--- src/rtl/q2_control.sv ---
// Q2 central sequencer: fetches instructions over a req/ack handshake, decodes
// the 3-bit opcode and issues one-cycle strobes to the slice array. It also
// services the front-panel load/deposit/examine/run/stop switches.
// Every output is a register, so each response appears in the cycle after the
// edge that samples its cause. A fetch ack is therefore followed by the X-load
// cycle (wrx + xin_dbus), then the incp cycle, then decode.
module q2_control #(
  parameter int unsigned WIDTH = 12
) (
  input  logic             clk,
  input  logic             nrst,
  input  logic             run_sw,
  input  logic             stop_sw,
  input  logic             load_sw,
  input  logic             dep_sw,
  input  logic             exam_sw,
  input  logic [WIDTH-1:0] ir_in,
  input  logic             zero,
  input  logic             mem_ack,
  output logic             mem_req,
  output logic             mem_we,
  output logic             wra,
  output logic             rda,
  output logic             incp,
  output logic             rdp,
  output logic             wrx,
  output logic             rdx,
  output logic             wrs,
  output logic             dep,
  output logic             xin_zero,
  output logic             xin_shift,
  output logic             xin_p,
  output logic             xin_dbus,
  output logic             nwrp,
  output logic             nsw,
  output logic             running,
  output logic             halted
);

  typedef enum logic [3:0] {
    StStop,
    StDepWait,
    StExWait,
    StFetch,
    StFetchX,
    StDecode,
    StLdaWait,
    StStaWait,
    StBoundary
  } state_t;

  state_t     state_q;
  logic [2:0] opcode_q;
  logic       stop_pending_q;
  logic [4:0] sw_prev_q;

  logic run_edge, stop_edge, load_edge, dep_edge, exam_edge;

  // Only the opcode field is kept; the operand travels on the data bus to X.
  logic unused_operand;
  assign unused_operand = ^ir_in[WIDTH-4:0];

  // Rising-edge detection of the front-panel switch levels.
  always_comb begin
    run_edge  = run_sw  & ~sw_prev_q[4];
    stop_edge = stop_sw & ~sw_prev_q[3];
    load_edge = load_sw & ~sw_prev_q[2];
    dep_edge  = dep_sw  & ~sw_prev_q[1];
    exam_edge = exam_sw & ~sw_prev_q[0];
  end

  // Sequencer state and registered strobes; strobes default to idle each cycle
  // and are re-asserted only by the branch that needs them.
  always_ff @(posedge clk) begin
    if (!nrst) begin
      state_q        <= StStop;
      opcode_q       <= 3'd0;
      stop_pending_q <= 1'b0;
      sw_prev_q      <= {run_sw, stop_sw, load_sw, dep_sw, exam_sw};
      mem_req        <= 1'b0;
      mem_we         <= 1'b0;
      wra            <= 1'b0;
      rda            <= 1'b0;
      incp           <= 1'b0;
      rdp            <= 1'b0;
      wrx            <= 1'b0;
      rdx            <= 1'b0;
      wrs            <= 1'b0;
      dep            <= 1'b0;
      xin_zero       <= 1'b0;
      xin_shift      <= 1'b0;
      xin_p          <= 1'b0;
      xin_dbus       <= 1'b0;
      nwrp           <= 1'b1;
      nsw            <= 1'b1;
      running        <= 1'b0;
      halted         <= 1'b0;
    end else begin
      sw_prev_q <= {run_sw, stop_sw, load_sw, dep_sw, exam_sw};
      mem_req   <= 1'b0;
      mem_we    <= 1'b0;
      wra       <= 1'b0;
      rda       <= 1'b0;
      incp      <= 1'b0;
      rdp       <= 1'b0;
      wrx       <= 1'b0;
      rdx       <= 1'b0;
      wrs       <= 1'b0;
      dep       <= 1'b0;
      xin_zero  <= 1'b0;
      xin_shift <= 1'b0;
      xin_p     <= 1'b0;
      xin_dbus  <= 1'b0;
      nwrp      <= 1'b1;
      nsw       <= 1'b1;

      // A stop request never aborts an instruction; it is honoured at the boundary.
      if (stop_edge && running) stop_pending_q <= 1'b1;

      case (state_q)
        StStop: begin
          stop_pending_q <= 1'b0;
          if (load_edge) begin
            nsw  <= 1'b0;
            nwrp <= 1'b0;
          end else if (dep_edge) begin
            nsw     <= 1'b0;
            dep     <= 1'b1;
            rdp     <= 1'b1;
            mem_req <= 1'b1;
            mem_we  <= 1'b1;
            state_q <= StDepWait;
          end else if (exam_edge) begin
            rdp     <= 1'b1;
            mem_req <= 1'b1;
            state_q <= StExWait;
          end else if (run_edge && !stop_edge) begin
            rdp     <= 1'b1;
            mem_req <= 1'b1;
            running <= 1'b1;
            halted  <= 1'b0;
            state_q <= StFetch;
          end
        end
        StDepWait: begin
          if (mem_ack) begin
            incp    <= 1'b1;
            state_q <= StStop;
          end else begin
            nsw     <= 1'b0;
            dep     <= 1'b1;
            rdp     <= 1'b1;
            mem_req <= 1'b1;
            mem_we  <= 1'b1;
          end
        end
        StExWait: begin
          if (mem_ack) begin
            incp    <= 1'b1;
            state_q <= StStop;
          end else begin
            rdp     <= 1'b1;
            mem_req <= 1'b1;
          end
        end
        StFetch: begin
          if (mem_ack) begin
            opcode_q <= ir_in[WIDTH-1 -: 3];
            wrx      <= 1'b1;
            xin_dbus <= 1'b1;
            state_q  <= StFetchX;
          end else begin
            rdp     <= 1'b1;
            mem_req <= 1'b1;
          end
        end
        StFetchX: begin
          incp    <= 1'b1;
          state_q <= StDecode;
        end
        StDecode: begin
          state_q <= StBoundary;
          case (opcode_q)
            3'd0: begin
              rdx     <= 1'b1;
              mem_req <= 1'b1;
              state_q <= StLdaWait;
            end
            3'd1: begin
              rdx     <= 1'b1;
              rda     <= 1'b1;
              mem_req <= 1'b1;
              mem_we  <= 1'b1;
              state_q <= StStaWait;
            end
            3'd2: nwrp <= 1'b0;
            3'd3: nwrp <= ~zero;
            3'd4: begin
              wrx       <= 1'b1;
              xin_shift <= 1'b1;
            end
            3'd5: begin
              wrx   <= 1'b1;
              xin_p <= 1'b1;
            end
            3'd6: begin
              wrx      <= 1'b1;
              xin_zero <= 1'b1;
            end
            default: begin
              halted         <= 1'b1;
              running        <= 1'b0;
              stop_pending_q <= 1'b0;
              state_q        <= StStop;
            end
          endcase
        end
        StLdaWait: begin
          if (mem_ack) begin
            wra     <= 1'b1;
            state_q <= StBoundary;
          end else begin
            rdx     <= 1'b1;
            mem_req <= 1'b1;
          end
        end
        StStaWait: begin
          if (mem_ack) begin
            state_q <= StBoundary;
          end else begin
            rdx     <= 1'b1;
            rda     <= 1'b1;
            mem_req <= 1'b1;
            mem_we  <= 1'b1;
          end
        end
        StBoundary: begin
          if (stop_pending_q || stop_edge) begin
            running        <= 1'b0;
            stop_pending_q <= 1'b0;
            state_q        <= StStop;
          end else begin
            rdp     <= 1'b1;
            mem_req <= 1'b1;
            state_q <= StFetch;
          end
        end
        default: state_q <= StStop;
      endcase
    end
  end

endmodule

--- config.mk ---
export PLATFORM = sky130hd
export DESIGN_NAME = q2_control
export DESIGN_NICKNAME = d
export VERILOG_FILES = /design/src/rtl/q2_control.sv
export SDC_FILE = /design/constraint.sdc
export NUM_CORES = 1
export LEC_CHECK = 0
export ABC_AREA = 1
export CAP_MARGIN = 20
export CORE_MARGIN = 10
export CORE_UTILIZATION = 46
export CTS_CLUSTER_DIAMETER = 80
export CTS_CLUSTER_SIZE = 25
export DETAILED_ROUTE_END_ITERATION = 16
export PLACE_DENSITY = 0.78
export SLEW_MARGIN = 20
export SYNTH_ARGS = -nofsm -noshare
export SYNTH_HDL_FRONTEND = slang
export SYNTH_SLANG_ARGS = --single-unit
--- constraint.sdc ---
create_clock -name clk -period 1.32 [get_ports clk]
set_input_delay 0.198 -clock clk [delete_from_list [all_inputs] [get_ports clk]]
set_output_delay 0.198 -clock clk [all_outputs]
set_load 0.02 [all_outputs]
==> impl_metrics.py <==
metrics = {
    "die": {
        "dieArea_mm2": 0.00548,
        "fp-row-count": 19,
        "die_w_um": 74.0,
        "ios": 39,
        "start_util": 0.483,
        "core-area_mm2": 0.00278,
        "die_y_um": 74.0,
    },
    "yosys": {
        "synth-seq-cells": 30,
        "syn_area_per_cell_um2": 7.38,
        "ys_warn_count": 0,
        "ys_seq_area_frac": 0.447,
        "synth.distinct_cells": 26,
        "synth_fp_nets": 203,
        "synthesis.area_mm2": 0.00134,
        "syn_inst": 182,
    },
    "worst_hold_path": {
        "min_path_type": "in -> reg",
    },
    "timing": {
        "clock.fmax_mhz": 770,
        "final-hold-violation-count": 0,
        "fin_tns_setup_ns": 0,
        "rsz0062_at_grt": "yes",
        "fin_crit_sh": 0.984,
        "setup_viol": 0,
        "finalCriticalPeriod_ns": 1.30,
        "drv_slew": 0,
        "fin_skew_ns": 0.00767,
    },
    "critical_path": {
        "crit_family": "simple AND/OR/NAND/NOR gates",
        "crit_buf_inv": 1,
        "worstPathRequired_ns": 1.56,
        "crit_path_end_kind": "flop",
        "slowest_delay_ns": 0.37,
        "cp_max_fo": 7,
        "crit_top_cell": "nor2_4",
        "cp.arrival_ns": 1.53,
        "path_cells": "nor2_4, buf_4, nand3_1, nand2_2, nor2_4, a21oi_1, nor2_1",
        "crit_type": "reg -> reg",
        "worstSetupStartpointType": "flop",
        "cp_slowest_cell": "dfxtp_2",
    },
    "cells_and_area": {
        "area_growth_pct": 43.6,
        "drive_gt1_frac": 0.269,
        "fin_nets": 259,
        "n_fill_cell": 237,
        "design_area_mm2": 0.00193,
        "seqCellArea_um2": 612,
        "multi_input_area_um2": 683,
        "antenna_cells": 0,
        "instances_no_fill": 269,
        "finish.utilization": 0.693,
    },
    "global_routing": {
        "antenna_found_initial": 0,
        "grt_usage": 0.137,
        "grt-ovfl-total": 0,
        "grt_pass1_vias": 1333,
        "grt_max_degree": 11,
        "grt_pass1_wl_um": 5810,
    },
    "power_and_ir_drop": {
        "p_leak_nw": 0.948,
        "power.density_mw_per_mm2": 1460,
        "report.power.total_mw": 2.81,
        "ir_worst_vdd_v": 0.00114,
    },
    "routing": {
        "vias_per_cell": 5.10,
        "drt-pass1-iter-count": 4,
        "totalWireLength_um": 3770,
        "drcViolationCount": 0,
        "wire_per_inst_um": 14.0,
        "vias": 1372,
        "first_iter_violations": 124,
        "postRouteAntennaNets": 0,
    },
    "place": {
        "place_area_mm2": 0.00178,
        "globalplace.congestion": 0.818,
        "placed_cells": 256,
        "hpwl_um": 2820,
        "numPortBuffers": 28,
    },
    "clocking": {
        "root_buffer": "clkbuf_4",
        "cts_tree": "yes",
        "cts_buffers": 5,
        "insertion_delay_ns": 0.34,
        "clock-sinks": 30,
        "clockBufferDepth": 2,
        "htreeDepth": 2,
        "clk_pin_slew_ns": 0.08,
    },
    "run": {
        "maxCapViolCount": 0,
    },
    "outcome": {
        "status": "finished clean",
    },
}
worst paths after layout:
kind | from | to | slack [ns] | depth (start not counted)
setup / recovery | state_q[3] | running | 0.02 | 7
hold / removal | mem_ack | incp | 0.28 | 3
setup reg to reg | state_q[3] | running | 0.02 | 7
hold reg to reg | halted | halted | 0.48 | 2
Yosys cell counts:
cell type  count  area, um2
dfxtp_1       30        601
nand2_2        5       31.3
nor2_2         3       18.8
inv_1         21       78.8
buf_6          1       11.3
nand4_1        5       31.3
nand2_4        2       22.5
nor3_1         4       20.0
nand3_1       14       70.1
conb_1         1       3.75
and2_1         1       6.26
a31oi_1        1       6.26
a21oi_1       10       50.1
nand2_1       32        120
clkbuf_1       1       3.75
buf_4          1       7.51
buf_2          1       5.00
o21ai_0        9       45.0
inv_2          5       18.8
o221ai_1       1       8.76
o22ai_1        1       6.26
o211ai_1       2       15.0
nor2_4         4       45.0
nor4_1         4       25.0
nor2_1        22       82.6
o21ai_2        1       8.76
repair_timing:
item,4_1_cts,5_1_grt
endpoints found under the setup margin,26,16
setup buffers,0,6
pin swaps,0,6
gates resized for setup,20,24
hold buffers,0,0
per-stage QoR:
step / hold WS, ns / worst slack (ns)
6_report: 0.276 / 0.0205
4_1_cts: 0.320 / 0.00857
3_3_place_gp: 0.454 / -0.211
2_1_floorplan: 0.226 / 0.138
3_5_place_dp: 0.468 / -0.261
5_1_grt: 0.285 / -0.0556
where the power goes:
group / total, mW / internal [mW] / switching, mW
Combinational: 1.18 / 0.487 / 0.697
Clock: 0.505 / 0.200 / 0.304
Sequential: 1.12 / 1.03 / 0.0922
per-layer routing:
metal | wire length [um] | part of all wire | vias up | global-route usage
li1 | - | - | 696 | -
met1 | 1500 | 0.40 | 610 | 0.146
met2 | 1780 | 0.47 | 53 | 0.212
met3 | 366 | 0.097 | 13 | 0.0745
met4 | 119 | 0.032 | 0 | 0.0725
met5 | 0 | 0 | - | 0
cell type report:
class / instances / share of cell area
clock buffer: 7 / 0.0234
timing repair buffer: 53 / 0.233
inverter: 26 / 0.0519
multi-input combinational: 122 / 0.354
tap: 31 / 0.0201
sequential: 30 / 0.317
flip-flops by register name, summed over array words and instances (netlist names):
name and flops:
wrx 1, xin_zero 1, nwrp 1, sw_prev_q 5
halted 1, incp 1, xin_p 1, rdp 1
wra 1, dep 1, xin_shift 1, stop_pending_q 1
mem_we 1, rda 1, running 1, xin_dbus 1
mem_req 1, state_q 4, nsw 1, rdx 1
opcode_q 3
layout by cell type, fill, tap and decap left out, types with 4 or more instances in the layout:
cell type / n
nand4_1: 5
inv_1: 20
nand2_4: 4
a21oi_1: 9
clkbuf_4: 5
nand3_1: 12
dlygate4sd2_1: 17
buf_4: 25
nand2_1: 30
clkdlybuf4s50_1: 10
inv_2: 5
o21ai_0: 5
dfxtp_1: 25
nor2_4: 5
o21ai_1: 4
nor2_1: 22
nand2_2: 5
cell families after synthesis:
family	synth area share
simple gates	0.352
compound gates	0.104
other cells	0.00279
flops	0.447
buf+inv	0.0932
worst reg2reg max path, stage by stage, from the launching register on:
cell and delay, ns:
dfxtp_2 0.37, nor2_4 0.23, buf_4 0.15, nand3_1 0.11, nand2_2 0.12, nor2_4 0.04, a21oi_1 0.14, nor2_1 0.06
Note: power is estimated with default switching activity, not from simulation.
